`config.mk`:
```
export PLATFORM = sky130hd
export DESIGN_NAME = bcd_bin_seq
export DESIGN_NICKNAME = d
export VERILOG_FILES = /design/src/rtl/bcd_bin_seq.sv
export SDC_FILE = /design/constraint.sdc
export NUM_CORES = 1
export LEC_CHECK = 0
export ABC_AREA = 1
export CAP_MARGIN = 20
export CORE_ASPECT_RATIO = 1.25
export CORE_MARGIN = 4
export CORE_UTILIZATION = 45
export CTS_CLUSTER_SIZE = 20
export DETAILED_ROUTE_END_ITERATION = 7
export PLACE_DENSITY = 0.7
export RECOVER_POWER = 25
export SLEW_MARGIN = 20
export SYNTH_ARGS = -nofsm -noshare
export SYNTH_HDL_FRONTEND = slang
export SYNTH_SLANG_ARGS = --single-unit
```
`constraint.sdc`:
```
create_clock -name clk -period 2.8 [get_ports clk]
set_input_delay 0.28 -clock clk [delete_from_list [all_inputs] [get_ports clk]]
set_output_delay 0.28 -clock clk [all_outputs]
set_load 0.02 [all_outputs]
```
`src/rtl/bcd_bin_seq.sv`:
```
// bcd_bin_seq: sequential BCD-to-binary converter.
// Takes a DIGITS-digit packed BCD word on a start strobe. It folds one digit per clock,
// most significant digit first, using acc = acc*10 + digit, and reports the result
// through a busy/done handshake.
// Optional macro BCD_BIN_DIGIT_CHECK_EN: a nibble above 9 is flagged on err and
// forces bin to 0. With the macro undefined, err is tied low and no checking
// logic is built.
module bcd_bin_seq #(
    parameter int DIGITS = 3,
    parameter int BIN_W  = 10
) (
    input  logic                  clk,
    input  logic                  rst,
    input  logic                  st,
    input  logic [4*DIGITS-1:0]   bcd,
    output logic [BIN_W-1:0]      bin,
    output logic                  busy,
    output logic                  done,
    output logic                  err
);

    localparam logic [0:0] S_IDLE = 1'b0;
    localparam logic [0:0] S_CONV = 1'b1;

    // Width of the digit counter. It is at least one bit so that DIGITS=1 still works.
    localparam int CNT_W = (DIGITS > 1) ? $clog2(DIGITS) : 1;
    localparam logic [CNT_W-1:0] CNT_LAST = CNT_W'(DIGITS - 1);

    logic [0:0]          state_reg;
    logic [4*DIGITS-1:0] shift_reg;
    logic [4*DIGITS-1:0] shift_next;
    logic [BIN_W-1:0]    acc_reg;
    logic [BIN_W-1:0]    acc_next;
    logic [CNT_W-1:0]    cnt_reg;
    logic [BIN_W-1:0]    bin_reg;
    logic                busy_reg;
    logic                done_reg;
    logic [3:0]          nib;

    // The digit being folded in this cycle is always the top nibble of the shift register.
    assign nib = shift_reg[4*DIGITS-1 -: 4];

    // Multiply by 10 as x*8 + x*2. The sum is truncated modulo 2^BIN_W.
    assign acc_next = (acc_reg << 3) + (acc_reg << 1) + {{(BIN_W-4){1'b0}}, nib};

    // Shift left by one nibble. A zero nibble enters at the bottom.
    generate
        for (genvar gi = 1; gi < DIGITS; gi++) begin : g_shift
            assign shift_next[4*gi +: 4] = shift_reg[4*(gi-1) +: 4];
        end
    endgenerate
    assign shift_next[3:0] = 4'h0;

`ifdef BCD_BIN_DIGIT_CHECK_EN
    logic flag_reg;
    logic err_reg;
    logic bad_any;

    // The sticky flag, combined with the nibble in the current cycle. This covers the last digit too.
    assign bad_any = flag_reg | (nib > 4'd9);
    assign err     = err_reg;

    // Invalid-digit tracking: cleared on an accepted start, reported on completion.
    always_ff @(posedge clk) begin
        if (rst) begin
            flag_reg <= 1'b0;
            err_reg  <= 1'b0;
        end else if (state_reg == S_IDLE) begin
            if (st) flag_reg <= 1'b0;
        end else begin
            flag_reg <= bad_any;
            if (cnt_reg == '0) err_reg <= bad_any;
        end
    end
`else
    assign err = 1'b0;
`endif

    // Control FSM and datapath: accept in IDLE, then fold one digit per clock in CONV.
    always_ff @(posedge clk) begin
        if (rst) begin
            state_reg <= S_IDLE;
            shift_reg <= '0;
            acc_reg   <= '0;
            cnt_reg   <= '0;
            bin_reg   <= '0;
            busy_reg  <= 1'b0;
            done_reg  <= 1'b0;
        end else begin
            case (state_reg)
                S_IDLE: begin
                    done_reg <= 1'b0;
                    if (st) begin
                        shift_reg <= bcd;
                        acc_reg   <= '0;
                        cnt_reg   <= CNT_LAST;
                        busy_reg  <= 1'b1;
                        state_reg <= S_CONV;
                    end
                end
                S_CONV: begin
                    acc_reg   <= acc_next;
                    shift_reg <= shift_next;
                    cnt_reg   <= cnt_reg - CNT_W'(1);
                    if (cnt_reg == '0) begin
`ifdef BCD_BIN_DIGIT_CHECK_EN
                        bin_reg <= bad_any ? '0 : acc_next;
`else
                        bin_reg <= acc_next;
`endif
                        done_reg  <= 1'b1;
                        busy_reg  <= 1'b0;
                        state_reg <= S_IDLE;
                    end
                end
                default: state_reg <= S_IDLE;
            endcase
        end
    end

    assign bin  = bin_reg;
    assign busy = busy_reg;
    assign done = done_reg;

endmodule

```
# Word level (Yosys, flattened, before mapping)

Index checks and enable logic that the tools add are counted.
W data, S select, Z words.

Bits in registers: 36
Bits of input ports: 15
Output and inout port bits: 13
Word-level logic and storage cells: 30

$add $sub $neg: 3
Eq/ne operators: 2
Mux-type cells: 14
Bitwise gates (word level): 1
Reductions and logical operators: 3

Operator list:

| cell                  | count |
|---|---|
| $pmux W12 S2          | 1 |
| $pmux W9 S2           | 1 |
| $mux W12              | 1 |
| $add A10 B10 Y10      | 1 |
| $add A10 B4 Y10       | 1 |
| $mux W9               | 1 |
| $pmux W1 S2           | 3 |
| $mux W1               | 5 |
| $pmux W2 S2           | 1 |
| $reduce_and A2 Y1     | 2 |
| $logic_not A2 Y1      | 1 |
| $mux W2               | 1 |
| $ne A2 B1 Y1 const B  | 1 |
| $ne A2 B2 Y1 const B  | 1 |
| $sub A2 B1 Y2 const B | 1 |
| $not A1 Y1            | 1 |

# Logic depth before layout (Yosys ltp)

Word-level depth: 3
Gate-level depth with buffers: 12

# Least setup slack after synthesis

Ideal clock, no wire load.

Path kind: reg2reg
From: reg shift_reg[11]
To: reg acc_reg[6]
Data arrival time: 1.872 ns
Path slack: 0.861 ns
Stages on the path, launching flop included: 10
Clock period less this slack: 1.939 ns
Cell sequence: dfxtp_1 -> inv_1 -> fa_1 -> fa_1 -> inv_1 -> nand3_1 -> nand2_1 -> xor2_1 -> nand2_1 -> a21oi_2

Longest elaborated chain between the ends: 2

RTL lines:

| item                   | RTL line | RTL |
|---|---|---|
| from (decl)            | 30       | `logic [4*DIGITS-1:0] shift_reg;` |
| from (signal assigned) | 103      | `shift_reg <= shift_next;` |
| $add A10 B4 Y10        | 44       | `assign acc_next = (acc_reg << 3) + (acc_reg << 1) + {{(BIN_W-4){1'b0}}, nib};` |
| $pmux W9 S2            | 90       | `case (state_reg)` |
| to (signal assigned)   | 102      | `acc_reg <= acc_next;` |
| to (decl)              | 32       | `logic [BIN_W-1:0] acc_reg;` |

No other way between the ends.
A chain may end at the register's enable or synchronous reset.

# Worst setup path in the final report

Same ends and word-level chain as after synthesis.

==> impl_metrics.ini <==
[setup_path]
crit_fanout = 2
cp.required_ps = 3030
cp_data_arrival_time_ps = 2270
worstSetupPathType = reg2reg
cp-end-kind = flop
start_kind = flop

[placement]
io_buffers = 26
placed_cell_area_mm2 = 0.002191
gp_routability_congestion = 0.8815
dp_hpwl_mm = 3.015

[cts]
clk-insertion-delay-late_ps = 280
clock_path_buffers = 2
cts_tree = built
post-cts-setup-buffer-count = 0
numCtsBuffers = 5
numClockSinks = 36
htreeDepth = 2
root_buffer = clkbuf_8
cts_hold_buf = 0
ctsResizeCount = 0
clk_pin_slew_worst_paths_ps = 70

[logic_synthesis]
yosysUniqueCellTypes = 25
yosysWarnings = 0
synth_seq_area_share_pct = 37.94
synthCells = 260
ys_seq_elements = 36
syn_area_per_cell_um2 = 7.305
syn-cell-area_mm2 = 0.001899
synth_nets = 292

[finish]
fin_area_mm2 = 0.002276
fillCellCount = 424
syn_to_final_growth_pct = 19.83
drive_gt1_share_pct = 5.245
layout_common_cells = 69 x nand2_1, 42 x inv_1, 36 x dfxtp_1, 25 x nand3_1
final_common_cell = nand2_1
finalNetCount = 317
multiInputGateArea_um2 = 959.7
register_area_um2 = 720.7
largest_register_ffs = 12
diodes = 0

[floorplan]
die_w_um = 66.11
io_pins = 28
die_h_um = 80.64
core_mm2 = 0.004099
die-area_mm2 = 0.005331
rows = 26
start_util_pct = 46.34

[routing]
routed-via-count = 1683
drc = 0
vias_per_cell = 4.921
ant_nets = 0
wl_per_cell_um = 11.84
drtIter0Drc = 60
dr.pass1.iters = 4
routed_wl_mm = 4.048

[outcome]
status = complete, no violations

[power]
power_leakage_nw = 1.149
p_per_area_mw_per_mm2 = 476.1
ir_worst_vdd_mv = 0.2969

[sta]
period_minus_slack_ps = 2046
worst_pin_slew_ps = 761.5
hold_violations = 0
rsz0062_at_grt = no
slew_viol_final = 0
fmax_mhz = 488.7
skew_ps = 2.103
tns_ps = 0
setup_violations = 0
max-slew-margin-rel_pct = 49.17
period_share_pct = 73.09

[grt]
grt_pass1_vias = 1625
grt.overflow.total = 0
grt_max_degree = 23
grtUsageTotal_pct = 17.18
antenna_found_initial = 0
grt_pass1_wl_mm = 7.079

[hold_path]
hold_class = reg2reg

[job]
max_cap_violations = 0
-- area by class of cell --
class	count	area share (%)
Sequential cell	36	31.67
Inverter	44	7.257
Multi-Input combinational cell	170	42.17
Clock buffer	7	3.353
Clock inverter	1	0.3848
Timing Repair Buffer	28	12.09
Tap cell	56	3.079
-- final timing paths --
path / cells past startpoint / startpoint / slack (ps) / to
max: 9 / shift_reg[11] / 750 / acc_reg[6]
min: 2 / bin[8] / 450 / bin[8]
max reg2reg: 9 / shift_reg[11] / 750 / acc_reg[6]
min reg2reg: 2 / bin[8] / 450 / bin[8]
-- stage by stage --
stage / setup slack, ps / utilization, % / hold slack (ps) / power (W) / instances
after floorplan: 860.8 / - / 425.6 / 0.0006753 / 260
final: 753.6 / 55.53 / 448.8 / 0.001084 / 342
after detailed placement: 749.0 / 53.45 / 443.1 / 0.0007362 / 334
after CTS: 730.7 / 55.53 / 454.3 / 0.001100 / 342
after global routing: 571.7 / 55.53 / 469.1 / 0.001146 / 342
after global placement: 775.7 / 53.45 / 438.0 / 0.0007342 / 334
-- layer usage --
layer	track usage (%)	share of wire [%]	routed length, um	vias to the layer above
met5	0	0	0	-
met4	3.455	0.67	27	0
met3	4.196	3.9	158	5
met2	31.48	52	2086	33
met1	19.88	44	1775	762
li1	-	-	-	883
-- kinds of logic (layout without fill, tap and decap cells) --
| family | Yosys count | in the layout | synth area share [%] |
|---|---|---|---|
| compound gates | 34 | 34 | 11.07 |
| xor+xnor | 3 | 3 | 1.384 |
| other cells | 1 | 1 | 0.1974 |
| buf+inv | 54 | 80 | 11.53 |
| simple gates | 115 | 115 | 25.89 |
| fa+ha+maj | 17 | 17 | 11.99 |
| flops | 36 | 36 | 37.94 |
-- critical path, cell delays in order, from the launching register on --
cell     delay (ps)
dfxtp_1         330
inv_1            60
fa_1            520
fa_1            470
inv_1            90
nand3_1          60
nand2_1          80
xor2_1          170
nand2_1          80
a21oi_2         130
-- synth_stat cells --
library cell	number	area share [%]
o32ai_1	2	0.92
nor2_4	2	1.2
fa_1	2	2.1
clkbuf_1	3	0.59
dfxtp_1	36	38
buf_2	4	1.1
nand3_1	25	6.6
ha_1	15	9.9
inv_2	2	0.40
a221oi_1	1	0.46
nand3_2	1	0.53
a22oi_1	6	2.4
nand2_1	69	14
o21ai_0	6	1.6
xor2_1	2	0.92
a21oi_1	14	3.7
conb_1	1	0.20
inv_1	42	8.3
nand4_1	2	0.66
nand2_2	1	0.33
a21oi_2	1	0.46
o31ai_1	4	1.6
buf_4	3	1.2
nor2_1	15	3.0
xnor2_1	1	0.46
-- report_power, final --
group          leakage (nW)  switching (W)  internal (W)  total, W
Clock                0.0424       0.000186      0.000178  0.000363
Combinational         0.813      0.0000942     0.0000671  0.000161
Sequential            0.294      0.0000210      0.000538  0.000559
No activity file was read; power rests on OpenSTA's default activity.
